--- config.mk ---
export PLATFORM = sky130hd
export DESIGN_NAME = calculate_countid_pipe
export DESIGN_NICKNAME = d
export VERILOG_FILES = /design/src/rtl/calculate_countid_pipe.sv
export SDC_FILE = /design/constraint.sdc
export NUM_CORES = 1
export LEC_CHECK = 0
export ABC_CLOCK_PERIOD_IN_PS = 4650
export BUFFER_PORTS_ARGS = -buffer_cell sky130_fd_sc_hd__buf_2
export CAP_MARGIN = 20
export CORE_MARGIN = 10
export CORE_UTILIZATION = 25
export DETAILED_ROUTE_END_ITERATION = 8
export GPL_ROUTABILITY_DRIVEN = 1
export MAX_ROUTING_LAYER = met4
export PLACE_DENSITY_LB_ADDON = 0.1
export SLEW_MARGIN = 10
export SYNTH_ARGS = -nofsm -noshare
export SYNTH_HDL_FRONTEND = slang
export SYNTH_SLANG_ARGS = --single-unit
--- constraint.sdc ---
create_clock -name clk -period 4.65 [get_ports clk]
set_input_delay 0.93 -clock clk [delete_from_list [all_inputs] [get_ports clk]]
set_output_delay 0.93 -clock clk [all_outputs]
set_load 0.005 [all_outputs]
--- src/rtl/calculate_countid_pipe.sv ---
// Elastic priority encoder: returns the lowest or highest set index of a rule-match
// vector through a width_count-stage binary-halving pipeline with valid/ready flow control.
module calculate_countid_pipe #(
    parameter int rule_num    = 64,
    parameter int width_count = 6
) (
    input  logic                   clk,
    input  logic                   reset,
    input  logic                   flush,
    input  logic                   bv_in_valid,
    output logic                   bv_in_ready,
    input  logic [rule_num-1:0]    bv_in,
    input  logic                   mode_high,
    output logic                   countid_valid,
    input  logic                   countid_ready,
    output logic [width_count-1:0] countid,
    output logic                   countid_hit
);

    localparam int PAD = 1 << width_count;

    logic           en;
    logic [PAD-1:0] bv_pad;

    // Padded bits stay zero, so no padded index can ever be selected.
    always_comb begin
        bv_pad                 = '0;
        bv_pad[rule_num-1:0]   = bv_in;
    end

    assign en          = ~countid_valid | countid_ready;
    assign bv_in_ready = en;

    for (genvar s = width_count; s >= 1; s--) begin : g_stage
        localparam int WIN  = 1 << s;
        localparam int HALF = WIN >> 1;

        logic [WIN-1:0]         win_in;
        logic [width_count-1:0] idx_in;
        logic                   mode_in;
        logic                   hit_in;
        logic                   vld_in;
        logic                   sel_u;
        logic [width_count-1:0] idx_d;
        logic [width_count-1:0] idx_q;
        logic                   hit_q;
        logic                   vld_q;

        if (s == width_count) begin : g_src
            assign win_in  = bv_pad;
            assign idx_in  = '0;
            assign mode_in = mode_high;
            assign hit_in  = |bv_in;
            assign vld_in  = bv_in_valid;
        end else begin : g_src
            assign win_in  = g_stage[s+1].g_carry.win_q;
            assign idx_in  = g_stage[s+1].idx_q;
            assign mode_in = g_stage[s+1].g_carry.mode_q;
            assign hit_in  = g_stage[s+1].hit_q;
            assign vld_in  = g_stage[s+1].vld_q;
        end

        always_comb begin
            if (mode_in) begin
                sel_u = |win_in[WIN-1:HALF];
            end else begin
                sel_u = ~|win_in[HALF-1:0];
            end
            idx_d        = idx_in;
            idx_d[s-1]   = sel_u;
            // A miss would otherwise resolve to all-ones in low mode; report index 0.
            if (s == 1 && !hit_in) begin
                idx_d = '0;
            end
        end

        always_ff @(posedge clk or posedge reset) begin
            if (reset) begin
                vld_q <= 1'b0;
                idx_q <= '0;
                hit_q <= 1'b0;
            end else begin
                if (flush) begin
                    vld_q <= 1'b0;
                end else if (en) begin
                    vld_q <= vld_in;
                end
                if (en) begin
                    idx_q <= idx_d;
                    hit_q <= hit_in;
                end
            end
        end

        if (s > 1) begin : g_carry
            logic [HALF-1:0] win_d;
            logic [HALF-1:0] win_q;
            logic            mode_q;

            assign win_d = sel_u ? win_in[WIN-1:HALF] : win_in[HALF-1:0];

            always_ff @(posedge clk or posedge reset) begin
                if (reset) begin
                    win_q  <= '0;
                    mode_q <= 1'b0;
                end else if (en) begin
                    win_q  <= win_d;
                    mode_q <= mode_in;
                end
            end
        end
    end

    assign countid_valid = g_stage[1].vld_q;
    assign countid       = g_stage[1].idx_q;
    assign countid_hit   = g_stage[1].hit_q;

endmodule

---- Yosys cells after proc, flatten, opt, wreduce, memory -nomap -nowiden ----
Index checks and enable logic that the tools add are counted.
storage, ports and cells
  memories kept ........................... 0
  register bits after elaboration ......... 100
  RAM bits ................................ 0
  bits in read-only memories .............. 0
  logic and storage cells ................. 72
  input port bits ......................... 70
  bits in latches ......................... 0
  output and inout port bits .............. 9
operators by class
  shift operators ......................... 0
  eq/ne operators ......................... 0
  bitwise logic cells ..................... 2
  add/sub/neg operators ................... 0
  $mul .................................... 0
  $lt $le $gt $ge ......................... 0
  reduce and logical (&&, ||, !) cells .... 18
  div/mod/pow operators ................... 0
  mux-type cells .......................... 24
operators by type and width
  kind                count
  $reduce_or A32 Y1   2
  $reduce_or A64 Y1   1
  $mux W32            1
  $reduce_or A16 Y1   2
  $mux W1             18
  $mux W16            1
  $reduce_or A8 Y1    2
  $mux W8             1
  $reduce_or A4 Y1    2
  $logic_not A1 Y1    6
  $mux W6             1
  $mux W4             1
  $reduce_or A2 Y1    2
  $mux W2             1
  $reduce_bool A2 Y1  1
  $not A1 Y1          1
  $or A1 B1 Y1        1

---- Depth between registers and ports, before layout ----
Gate-level depths: netlist (run 1).
  depth after elaboration ................. 4
  gate-level depth with buffers ........... 7
  mapped depth without buffers ............ 5

---- Worst setup path before layout (run 1) ----
Ideal clock, no wire load.
  kind .................................... input -> output
  start ................................... input countid_ready
  end ..................................... output bv_in_ready
  required time ........................... 3720 ps
  data arrival time ....................... 1512 ps
  setup slack ............................. 2208 ps
  stages on the path ...................... 4
  path buffers ............................ 2
  cells stage by stage .................... nor2b_1 > inv_1 > buf_2 > buf_1
on the way
  word-level cells in the longest chain between the ends .. 1
RTL lines
  item          RTL line  source
  from (decl)   15        input logic countid_ready,
  $or A1 B1 Y1  31        assign en = ~countid_valid | countid_ready;
  to (decl)     11        output logic bv_in_ready,
No other way between the ends.

---- Worst setup path after layout (run 1) ----
  start ................................... input bv_in[13]
  end ..................................... register g_stage[6].g_carry.win_q[18]
on the way
  word-level cells in the longest chain between the ends .. 4
RTL lines
  item                  RTL line  source
  from (decl)           12        input logic [rule_num-1:0] bv_in,
  $reduce_or A32 Y1     67        sel_u = ~|win_in[HALF-1:0];
  $logic_not A1 Y1      67
  $mux W1               64        if (mode_in) begin
  $mux W32              100       assign win_d = sel_u ? win_in[WIN-1:HALF] : win_in[HALF-1:0];
  to (signal assigned)  107       win_q <= win_d;
  to (decl)             97        logic [HALF-1:0] win_q;
No other way between the ends.
A chain may end at the register's enable or synchronous reset.

==> summary.txt, run 1 <==
Outcome
  – Run status: finished, final reports clean

Logic synthesis
  – Top post-synthesis cells by area: dfrtp_1 52%, a211oi_1 10%, nand2_1 8.7%, mux2i_1 5.2%, nor4_1 3.4%
  – Number of instances in the synthesized netlist: 517
  – Synthesized Nets: a little under 600
  – Average instance area after synthesis: 9.31 sq um
  – Largest area contributor in the netlist: dfrtp_1
  – Count of different cell masters after synthesis: 39
  – Post-synth EDFFs: 0
  – Combined area of all synthesized cells: 0.00481 sq mm
  – Top_reg_cell synth: dfrtp_1
  – Post-synthesis sequential area ratio: 0.520
  – Async set-reset flop share out of synthesis: 1.00
  – FF+latch count, synth: 100
  – Warnings from Yosys: 0
  – Area share of the largest cell type after synthesis: 0.520

Floorplanning
  – Initial Util: 0.255
  – Area of the core: 0.0188 sq mm
  – Die extent in x: 159 um
  – Site Rows: 50
  – Die footprint: ~0.025 sq mm
  – Boundary Pins: 79
  – Height of the chip: about 160 um

Placement
  – Input/output buffers: 78
  – Post-DP Area: 0.00544 sq mm
  – Placed insts: 831
  – HPWL Detailed: 10,400 um
  – Placer Congestion: 0.803

STA
  – RSZ-0062 raised after global routing: false
  – Number of endpoints with negative hold slack in the final report: 0
  – Min Clock Period, post-route: 2.64 ns
  – Max-slew headroom: 0.349
  – Maximum clock frequency: 0.379 GHz
  – Total negative slack for setup checks: 0 ns
  – Actual transition at the worst max-transition pin: 0.976 ns
  – Clock Skews: 0.0136 ns
  – Final worst-path cycle share: 0.568
  – Pins over their slew limit: 0
  – Setup violation total in the final timing report: 0
  – Hold Worst Slack: 0.464 ns

Setup path
  – Crit Path Class: input pin to flop
  – Cell count of the worst reg-to-reg path: 5
  – Crit start category: input pin
  – Top Family by Delay on Critical Path: simple AND/OR/NAND/NOR gates
  – Worst path buffer plus inverter count: 2
  – RR Endpoint: g_stage[4].win_in[0]
  – Beginning of the worst register-to-register path: g_stage[5].win_in[16]
  – Register-to-Register Setup Slack: 2.37 ns
  – Critical Path Stages: 7
  – Maximum fanout count along the critical path: 21
  – Cell-by-cell trace of the critical path: buf_2, nor4_1, nand4_1, nor2_2, buf_4, a211oi_1, nor3_1
  – Timing endpoint of the critical path: g_stage[5].win_in[18]
  – Startpoint of the most critical setup path: bv_in[13]
  – Critical Path Max Stage Delay: 0.51 ns
  – Slowest-stage cell, CP: nor4_1
  – Critical Path Sink Type: flop
  – Critical path required time: 4.91 ns
  – Data arrival, critical path: 2.90 ns

CTS
  – Number of setup buffers added after CTS: 0
  – Root buffer selected by CTS: clkbuf_16
  – Hold bufs inserted after CTS: 0
  – Cts bufs inserted: 9
  – Total number of H-tree levels: 3
  – CTS tree: done
  – Clock input transition at the sequential cells of the worst setup and hold paths: 0.07 ns
  – Sinks on Clock Net: 100
  – Clock tree buffer depth: 2
  – Clock network latency to the later pin of the worst-skew pair: around 0.35 ns
  – Count of cells resized by post-cts repair: 0

Route
  – Detailed Routing Iterations Pass 1: 4
  – DRT Wirelength: 14,300 um
  – Count of unresolved DRC violations after routing: 0
  – Total via count in the routed design: 3,993
  – Detailed Route Iter0 Violations: 201
  – Vias per Instance: 4.71
  – Remaining antenna violation count after routing: 0
  – Average detailed-routed wire length per instance: ~17 um

Finish
  – Share of post-route cells with drive strength above 1: 0.196
  – Finished Cell Area: 0.00580 sq mm
  – NumNets Final: 653
  – Post-route insts no fill: 847
  – Number of diodes: 0
  – Final Core Density: 0.308
  – Area growth syn-to-layout: 20.5%

Global routing
  – Initial antenna violation count: 0
  – Wire length of the first global-routing pass: 23,500 um
  – Via count of the first global-routing pass: 4,287
  – Global routing usage summed across all routing layers: 0.118
  – Maximum number of pins on one net before global-route repair: 93
  – GR Overflow Total: 0

Power
  – Pwr/cell area: 362 mW/mm^2
  – Maximum ir drop on the vdd rail: roughly 0.16 mV
  – Static Leak: 2.38 nW

Min path
  – Worst hold path class: flop to flop

Flow run
  – Max-Cap Viols: 0
## power breakdown
group          switching (W)  internal [W]
sequential         0.0000680      0.000948
clock               0.000342      0.000524
combinational       0.000121     0.0000946
## metrics by stage
step,total power (W),setup WS (ns)
detailed placement,0.00125,1.60
global placement,0.00125,1.66
floorplan,0.00114,1.10
CTS,0.00213,1.98
global route,0.00220,1.78
finish,0.00210,2.01
## layout make-up
cell class	instances	area (sq um)
Inverter	4	17.5
Timing Repair Buffer	87	470
Multi-Input combinational cell	381	2140
Clock buffer	9	225
Tap cell	260	325
Fill cell	2022	13000
Sequential cell	100	2500
Clock inverter	6	111
## synthesized netlist by cell type (2+ instances only)
cell,number
nand2_1,111
dfrtp_1,100
a211oi_1,64
nor2_1,43
nor3_1,30
nor4_1,26
mux2i_1,25
o21ai_0,24
clkbuf_1,18
a21oi_1,10
o21ai_1,10
buf_1,5
nand3_1,5
nand4_1,5
buf_2,4
inv_1,4
nand2b_1,4
a31oi_1,3
buf_4,3
nor3_2,3
nor2_2,2
## flip-flops by register name, indices dropped and copies added (netlist names)
register,count
g_stage.vld_in,5
countid_hit,1
countid_valid,1
countid,6
g_stage.mode_in,5
g_stage.win_in,62
g_stage.idx_in,15
g_stage.hit_in,5
## how the worst min path moves through the flow
stage | from | to | slack (ns) | cells after the start
4_1_cts | countid[2] | countid[2] | 0.47 | 2
6_report | countid[5] | countid[5] | 0.46 | 2
3_3_place_gp | countid[5] | countid[5] | 0.45 | 2
3_5_place_dp | countid[2] | countid[2] | 0.46 | 2
2_1_floorplan | g_stage[1].idx_in[2] | g_stage[1].idx_in[2] | 0.44 | 2
5_1_grt | countid[1] | countid[1] | 0.49 | 2
## cell usage in the layout, fill, tap and decap left out, types with 2 or more instances in the layout
cell	count
a211oi_1	64
a21oi_1	10
a31oi_1	3
buf_2	78
buf_4	8
bufinv_16	3
clkbuf_16	9
dfrtp_1	100
inv_1	2
mux2i_1	25
nand2_1	111
nand2b_1	4
nand3_1	5
nand4_1	5
nor2_1	43
nor2_2	2
nor3_1	30
nor3_2	3
nor4_1	26
o21ai_0	24
o21ai_1	10
## kinds of logic after synthesis
kind of cell           synth area share
muxes                            0.0520
DFF                               0.520
and+or+nand+nor                   0.220
AOI/OAI and AO/OA                 0.171
buffers and inverters            0.0364
## routing by layer
layer	vias up	global-route usage	routed length, um
met1	1851	0.148	6870
met3	25	0.0225	490
li1	2013	-	-
met2	104	0.180	6570
met4	0	0.0527	392
met5	-	-	0
## tightest hold or removal path: stages, from the launching register on
cell	delay [ns]
dfrtp_1	0.34
nand2_1	0.05
nand2_1	0.05
No activity file was read; power rests on OpenSTA's default activity.
==> inputs of run 2 (changes only) <==
--- a/config.mk
+++ b/config.mk
@@ -5,7 +5,7 @@
 export SDC_FILE = /design/constraint.sdc
 export NUM_CORES = 1
 export LEC_CHECK = 0
-export ABC_CLOCK_PERIOD_IN_PS = 4650
+export ABC_CLOCK_PERIOD_IN_PS = 2100
 export BUFFER_PORTS_ARGS = -buffer_cell sky130_fd_sc_hd__buf_2
 export CAP_MARGIN = 20
 export CORE_MARGIN = 10
==> constraint.sdc (replaced) <==
create_clock -name clk -period 2.1 [get_ports clk]
set_input_delay 0.42 -clock clk [delete_from_list [all_inputs] [get_ports clk]]
set_output_delay 0.42 -clock clk [all_outputs]
set_load 0.005 [all_outputs]
==> summary.txt, run 2 (same netlist as run 1, synthesis figures left out) <==
Outcome
  – Run status: finished, final reports clean (unchanged)

Route
  – Average detailed-routed wire length per instance: 17.2 um (was 16.9 um)
  – Vias per Instance: 4.77 (was 4.71)
  – DRT Wirelength: 14,800 um (was 14,300 um)
  – Detailed Routing Iterations Pass 1: 4 (unchanged)
  – Detailed Route Iter0 Violations: 279 (was 201)
  – Remaining antenna violation count after routing: 0 (unchanged)
  – Total via count in the routed design: 4,095 (was 3,993)
  – Count of unresolved DRC violations after routing: 0 (unchanged)

Setup path
  – Startpoint of the most critical setup path: g_stage[5].win_in[1] (was bv_in[13])
  – Critical Path Max Stage Delay: 0.47 ns (was 0.51 ns)
  – Data arrival, critical path: 2.17 ns (was 2.90 ns)
  – Critical Path Stages: 6 (was 7)
  – Slowest-stage cell, CP: dfrtp_1 (was nor4_1)
  – Timing endpoint of the critical path: g_stage[4].win_in[0] (was g_stage[5].win_in[18])
  – Crit start category: flop (was input pin)
  – Register-to-Register Setup Slack: 0.15 ns (was 2.37 ns)
  – Top Family by Delay on Critical Path: compound AO/OA/AOI/OAI gates (was simple AND/OR/NAND/NOR gates)
  – Crit Path Class: flop to flop (was input pin to flop)
  – Beginning of the worst register-to-register path: g_stage[5].win_in[1] (was g_stage[5].win_in[16])
  – Critical path required time: 2.32 ns (was 4.91 ns)
  – RR Endpoint: g_stage[4].win_in[0] (unchanged)
  – Maximum fanout count along the critical path: 17 (was 21)
  – Worst path buffer plus inverter count: 1 (was 2)
  – Cell count of the worst reg-to-reg path: 6 (was 5)
  – Critical Path Sink Type: flop (unchanged)
  – Cell-by-cell trace of the critical path: nor4_2, a41oi_1, o21bai_2, buf_4, mux2i_1, o21ai_1 (was buf_2, nor4_1, nand4_1, nor2_2, buf_4, a211oi_1, nor3_1)

Placement
  – Placer Congestion: 0.804 (was 0.803)
  – DP Worst Slack: -0.00385 ns (was 1.60 ns)
  – Input/output buffers: 78 (unchanged)
  – HPWL Detailed: 10,900 um (was 10,400 um)

STA
  – Max-slew headroom: 0.611 (was 0.349)
  – Actual transition at the worst max-transition pin: 0.583 ns (was 0.976 ns)
  – Pins over their slew limit: 0 (unchanged)
  – Number of endpoints with negative hold slack in the final report: 0 (unchanged)
  – Clock Skews: 0.0106 ns (was 0.0136 ns)
  – Setup violation total in the final timing report: 0 (unchanged)
  – Min Clock Period, post-route: between 1.5 and 2 ns
  – RSZ-0062 raised after global routing: false (unchanged)
  – Minimum setup slack in the final design: 0.146 ns (was 2.01 ns)
  – Maximum clock frequency: 0.512 GHz
  – Final worst-path cycle share: 0.931

CTS
  – Cts bufs inserted: 9 (unchanged)
  – Sinks on Clock Net: 100 (unchanged)
  – Count of cells resized by post-cts repair: 1 (was 0)
  – Total number of H-tree levels: 3 (unchanged)
  – CTS tree: done (unchanged)
  – Clock network latency to the later pin of the worst-skew pair: 0.35 ns (about the same)
  – Clock input transition at the sequential cells of the worst setup and hold paths: 0.07 ns (about the same)
  – Root buffer selected by CTS: clkbuf_16 (unchanged)
  – Hold bufs inserted after CTS: 0 (unchanged)
  – Number of setup buffers added after CTS: 0 (unchanged)
  – Clock tree buffer depth: 2 (unchanged)

Power
  – Comb power frac: 0.118 (was 0.103)
  – Sequential share of power: 0.521 (was 0.484)
  – Cell-internal power: 0.00313 W (was 0.00157 W)
  – Switching part of the total: 0.274 (was 0.253)
  – Static Leak: 2.42 nW (was 2.38 nW)
  – Maximum ir drop on the vdd rail: 0.378 mV (was 0.164 mV)
  – Clock network fraction of total power: 0.361 (was 0.413)
  – Pwr/cell area: 732 mW/mm^2 (was 362 mW/mm^2)
  – Net load switching power: 0.00118 W (was 0.000531 W)

Global routing
  – GR Overflow Total: 0 (unchanged)
  – Initial antenna violation count: 0 (unchanged)
  – Maximum number of pins on one net before global-route repair: 101 (was 93)
  – Wire length of the first global-routing pass: 23,800 um (was 23,500 um)
  – Via count of the first global-routing pass: 4,300 (was 4,287)
  – Global routing usage summed across all routing layers: 0.119 (was 0.118)

Finish
  – Share of post-route cells with drive strength above 1: 0.212 (was 0.196)
  – Area of the multi-input gates: 0.00215 sq mm (was 0.00214 sq mm)
  – Number of fill cells in the layout: 2,014 (was 2,022)
  – Final Core Density: 0.312 (was 0.308)
  – Most frequent cells in the layout: 111 x nand2_1, 100 x dfrtp_1, 78 x buf_2 (unchanged)
  – Most common cell after layout, fill and taps aside: nand2_1 (unchanged)
  – Area growth syn-to-layout: 22.1% (was 20.5%)
  – NumNets Final: 665 (was 653)
  – Number of diodes: 0 (unchanged)
  – Number of flip-flops under the largest register name: 62 (unchanged)
  – Sequential cell area in the final layout: 0.00250 sq mm (unchanged)

Flow run
  – Max-Cap Viols: 0 (unchanged)

Floorplanning
  – Initial Util: 0.255 (unchanged)
  – Site Rows: 50 (unchanged)
  – Boundary Pins: 79 (unchanged)
  – Die footprint: 0.0252 sq mm (unchanged)
  – Height of the chip: 159 um (unchanged)
  – Area of the core: 0.0188 sq mm (unchanged)
  – Die extent in x: 159 um (unchanged)

Min path
  – Worst hold path class: input pin to async pin (was flop to flop)
==> run 2: cell count changes in the layout (fill, tap and decap cells not counted) <==
cell,before,now
buf_4,8,16
buf_12,1,5
bufinv_16,3,0
clkinv_4,0,2
clkbuf_1,0,1
clkinvlp_4,1,2
inv_4,1,0
nor4_1,26,25
nor4_2,0,1
==> run 2: worst min-delay path, cell delays in order <==
cell and delay (ns):
buf_2 0.11, clkinvlp_4 0.07, buf_12 0.39
==> run 2: metal layers <==
metal | part of all wire | vias to the layer above | track usage
met5 | 0 | - | -
met4 | 0.030 | 0 | 0.0527
met3 | 0.032 | 28 | 0.0217
met2 | 0.46 | 100 | 0.184
met1 | 0.47 | 1929 | 0.150
li1 | - | 2038 | -
==> run 2: area by class of cell <==
type,instances,share of cell area
timing repair buffer,99,0.104
clock inverter,5,0.00660
inverter,4,0.00319
tap,260,0.0554
multi-input combinational,381,0.366
clock buffer,10,0.0390
sequential,100,0.426
==> run 2: how the worst min path moves through the flow <==
stage,startpoint,endpoint,cells past startpoint
global route,reset,g_stage[3].win_in[2],3
global placement,countid[1],countid[1],2
floorplan,g_stage[1].idx_in[2],g_stage[1].idx_in[2],2
finish,reset,g_stage[3].win_in[2],3
detailed placement,g_stage[3].idx_in[3],g_stage[3].idx_in[3],2
CTS,reset,countid[5],3
==> run 2: power by group through the flow <==
stage | clock, W | combinational (W) | sequential (W)
floorplan | 0 | 0.000290 | 0.00223
global placement | 0 | 0.000510 | 0.00228
detailed placement | 0 | 0.000516 | 0.00229
CTS | 0.00163 | 0.000516 | 0.00225
global route | 0.00169 | 0.000574 | 0.00227
finish | 0.00155 | 0.000506 | 0.00224
==> run 2: metrics by stage <==
step / power (W) / hold WS, ns / cell area (sq um) / setup TNS [ns] / std cells
floorplan: 0.00252 / 0.438 / 4810 / 0 / 517
global placement: 0.00279 / 0.448 / 5600 / 0 / 844
detailed placement: 0.00280 / 0.455 / 5600 / -0.00385 / 844
CTS: 0.00439 / 0.267 / 5880 / 0 / 859
global route: 0.00454 / 0.298 / 5880 / 0 / 859
finish: 0.00430 / 0.228 / 5880 / 0 / 859
==> inputs of run 3 (changes only) <==
--- a/config.mk
+++ b/config.mk
@@ -5,6 +5,7 @@
 export SDC_FILE = /design/constraint.sdc
 export NUM_CORES = 1
 export LEC_CHECK = 0
+export ABC_AREA = 1
 export ABC_CLOCK_PERIOD_IN_PS = 2100
 export BUFFER_PORTS_ARGS = -buffer_cell sky130_fd_sc_hd__buf_2
 export CAP_MARGIN = 20
==> summary.txt, run 3 <==
Route
  – Detailed Route Iter0 Violations: 316 (was 279)
  – Detailed Routing Iterations Pass 1: 6 (was 4)
  – Remaining antenna violation count after routing: 0 (unchanged)
  – Average detailed-routed wire length per instance: 14.0 um (was 17.2 um)
  – Count of unresolved DRC violations after routing: 0 (unchanged)
  – DRT Wirelength: 15,300 um (was 14,800 um)
  – Total via count in the routed design: 4,686 (was 4,095)
  – Vias per Instance: 4.28 (was 4.77)

STA
  – Final worst-path cycle share: 0.761 (was 0.931)
  – Maximum clock frequency: 0.626 GHz (was 0.512 GHz)
  – Number of endpoints with negative hold slack in the final report: 0 (unchanged)
  – Actual transition at the worst max-transition pin: 0.568 ns (was 0.583 ns)
  – Clock Skews: 0.00816 ns (was 0.0106 ns)
  – RSZ-0062 raised after global routing: false (unchanged)
  – Max-slew headroom: 0.622 (was 0.611)
  – Setup violation total in the final timing report: 0 (unchanged)
  – Min Clock Period, post-route: 1.60 ns (was 1.95 ns)
  – Pins over their slew limit: 0 (unchanged)
  – Total negative slack for setup checks: 0 ns (unchanged)

Power
  – Static Leak: 3.34 nW (was 2.42 nW)
  – Cell-internal power: 0.00328 W (was 0.00313 W)
  – Net load switching power: 0.00122 W (was 0.00118 W)
  – Maximum ir drop on the vdd rail: 0.388 mV (was 0.378 mV)
  – Sequential share of power: 0.488 (was 0.521)
  – Clock network fraction of total power: 0.382 (was 0.361)
  – Switching part of the total: 0.271 (was 0.274)
  – Comb power frac: 0.129 (was 0.118)
  – Pwr/cell area: 693 mW/mm^2 (was 732 mW/mm^2)

Logic synthesis
  – Area share of the largest cell type after synthesis: 0.454 (was 0.520)
  – Count of different cell masters after synthesis: 24 (was 39)
  – Post-Synth XOR/XNOR Area: 0 (unchanged)
  – Synthesized Nets: 814 (was 587)
  – Multiplexer share of the synthesized area: 0 (was 0.0520)
  – Top_reg_cell synth: dfrtp_1 (unchanged)
  – Async set-reset flop share out of synthesis: 1.00 (unchanged)
  – Post-synthesis compound-gate area fraction: 0.0594 (was 0.171)
  – Warnings from Yosys: 0 (unchanged)
  – Number of instances in the synthesized netlist: 744 (was 517)
  – List of most frequent post-synthesis cells: 213 x nand2_1, 119 x inv_1, 117 x nand3_1 (was 111 x nand2_1, 100 x dfrtp_1, 64 x a211oi_1)
  – Dominant combinational cell family by area after synthesis: simple AND/OR/NAND/NOR gates (unchanged)
  – Post-synthesis sequential area ratio: 0.454 (was 0.520)
  – Post-synthesis share of cell area spent on and, or, nand and nor gates: 0.359 (was 0.220)
  – Adder and majority cell fraction of the synthesized area: 0 (unchanged)
  – Top post-synthesis cells by area: dfrtp_1 45%, nand2_1 14%, nand3_1 11%, inv_1 8.1%, nand3_2 4.4% (was dfrtp_1 52%, a211oi_1 10%, nand2_1 8.7%, mux2i_1 5.2%, nor4_1 3.4%)
  – Most instantiated library cell after synthesis: nand2_1 (unchanged)
  – Post-synth EDFFs: 0 (unchanged)
  – Largest area contributor in the netlist: dfrtp_1 (unchanged)
  – Combined area of all synthesized cells: 0.00552 sq mm (was 0.00481 sq mm)
  – Average instance area after synthesis: 7.42 sq um (was 9.31 sq um)
  – FF+latch count, synth: 100 (unchanged)

Setup path
  – Data arrival, critical path: 1.85 ns (was 2.17 ns)
  – Critical Path Sink Type: flop (unchanged)
  – Crit start category: flop (unchanged)
  – Crit Path Class: flop to flop (unchanged)
  – Critical path required time: 2.35 ns (was 2.32 ns)
  – Maximum fanout count along the critical path: 11 (was 17)
  – Cell count of the worst reg-to-reg path: 9 (was 6)

Placement
  – Post-DP Area: 0.00619 sq mm (was 0.00560 sq mm)
  – Input/output buffers: 78 (unchanged)
  – HPWL Detailed: 11,300 um (was 10,900 um)
  – Placed insts: 1,078 (was 844)
  – Placer Congestion: 0.790 (was 0.804)

Finish
  – Finished Cell Area: 0.00649 sq mm (was 0.00588 sq mm)
  – Area growth syn-to-layout: 17.7% (was 22.1%)
  – Number of flip-flops under the largest register name: 62 (unchanged)
  – Number of fill cells in the layout: 2,455 (was 2,014)
  – Post-route insts no fill: 1,094 (was 859)
  – Sequential cell area in the final layout: 0.00250 sq mm (unchanged)
  – Share of post-route cells with drive strength above 1: 0.182 (was 0.212)
  – Most common cell after layout, fill and taps aside: nand2_1 (unchanged)
  – NumNets Final: 879 (was 665)
  – Area of the multi-input gates: 0.00231 sq mm (was 0.00215 sq mm)
  – Most frequent cells in the layout: 213 x nand2_1, 117 x inv_1, 117 x nand3_1 (was 111 x nand2_1, 100 x dfrtp_1, 78 x buf_2)
  – Number of diodes: 0 (unchanged)

Global routing
  – GR Overflow Total: 0 (unchanged)
  – Maximum number of pins on one net before global-route repair: 101 (unchanged)
  – Wire length of the first global-routing pass: 25,300 um (was 23,800 um)
  – Initial antenna violation count: 0 (unchanged)
  – Global routing usage summed across all routing layers: 0.111 (was 0.119)
  – Via count of the first global-routing pass: 4,835 (was 4,300)

Floorplanning
  – Boundary Pins: 79 (unchanged)
  – Initial Util: 0.254 (was 0.255)
  – Die extent in x: 169 um (was 159 um)
  – Site Rows: 54 (was 50)
  – Area of the core: 0.0218 sq mm (was 0.0188 sq mm)
  – Height of the chip: 169 um (was 159 um)
  – Die footprint: 0.0284 sq mm (was 0.0252 sq mm)

CTS
  – Total number of H-tree levels: 3 (unchanged)
  – Root buffer selected by CTS: clkbuf_16 (unchanged)
  – Clock tree buffer depth: 2 (unchanged)
  – Clock input transition at the sequential cells of the worst setup and hold paths: 0.07 ns (about the same)
  – CTS tree: done (unchanged)
  – Sinks on Clock Net: 100 (unchanged)
  – Cts bufs inserted: 9 (unchanged)
  – Hold bufs inserted after CTS: 0 (unchanged)
  – Number of setup buffers added after CTS: 0 (unchanged)
  – Count of cells resized by post-cts repair: 0 (was 1)
  – Clock network latency to the later pin of the worst-skew pair: 0.36 ns (was 0.35 ns)

Min path
  – Worst hold path class: input pin to async pin (unchanged)

Flow run
  – Max-Cap Viols: 0 (unchanged)

Outcome
  – Run status: finished, final reports clean (unchanged)
## run 3: changes by cell type after synthesis, sizes merged, moves of 5 or more
cell / delta
nand4: +5
nand3: +136
clkbuf: -10
mux2i: -25
inv: +115
nor2: +17
a21oi: -6
nor3: -32
a211oi: -64
buf: +15
nor4: -26
nand2: +108
## run 3: path summary, 6_finish.rpt
path | startpoint | to | slack [ns]
max | g_stage[5].win_in[19] | g_stage[4].win_in[5] | 0.50
min | reset | g_stage[5].vld_in | 0.19
max reg2reg | g_stage[5].win_in[19] | g_stage[4].win_in[5] | 0.50
min reg2reg | g_stage[4].hit_in | g_stage[3].hit_in | 0.47
max in group asynchronous | reset | g_stage[5].win_in[9] | 1.47
min in group clk | flush | g_stage[2].vld_in | 0.29
## run 3: metrics by stage
step / total power, W / hold WS, ns / util / worst slack (ns)
final: 0.00450 / 0.186 / 0.299 / 0.502
after global routing: 0.00478 / 0.274 / 0.299 / 0.352
after CTS: 0.00459 / 0.250 / 0.299 / 0.488
after detailed placement: 0.00283 / 0.457 / 0.285 / 0.267
after global placement: 0.00283 / 0.451 / 0.285 / 0.270
after floorplan: 0.00259 / 0.442 / - / 0.490
## run 3: per-layer routing
layer	vias up	GRT usage	routed length, um	part of all wire
li1	2464	-	-	-
met1	2076	0.152	8140	0.53
met2	128	0.161	6350	0.42
met3	18	0.0174	498	0.033
met4	0	0.0409	289	0.019
met5	-	-	0	0
## run 3: area by class of cell
| cell class | count | area share |
|---|---|---|
| Clock buffer | 11 | 0.0374 |
| Clock inverter | 5 | 0.00925 |
| Inverter | 119 | 0.0694 |
| Multi-Input combinational cell | 488 | 0.356 |
| Sequential cell | 100 | 0.385 |
| Tap cell | 280 | 0.0539 |
| Timing Repair Buffer | 91 | 0.0886 |
## run 3: power groups by stage
stage                     registers, W  clock network, W  logic [W]
after floorplan                0.00221                 0   0.000376
after global placement         0.00223                 0   0.000597
after detailed placement       0.00224                 0   0.000595
after CTS                      0.00220           0.00179   0.000598
after global routing           0.00222           0.00188   0.000678
final                          0.00220           0.00172   0.000583
## run 3: critical path, stage by stage (launching register included)
cell and delay [ns]:
dfrtp_1 0.38, inv_1 0.11, nand4_1 0.14, nor2_1 0.10
nand2_1 0.07, nand2_2 0.16, buf_4 0.21, nand3_1 0.15
nand3_1 0.13, nand2_1 0.05
## run 3: cell families (layout without fill, tap and decap cells)
kind of cell,Yosys count,count (layout)
AND/OR/NAND/NOR,433,433
buffers and inverters,156,226
flip-flops,100,100
AO/OA/AOI/OAI,55,55
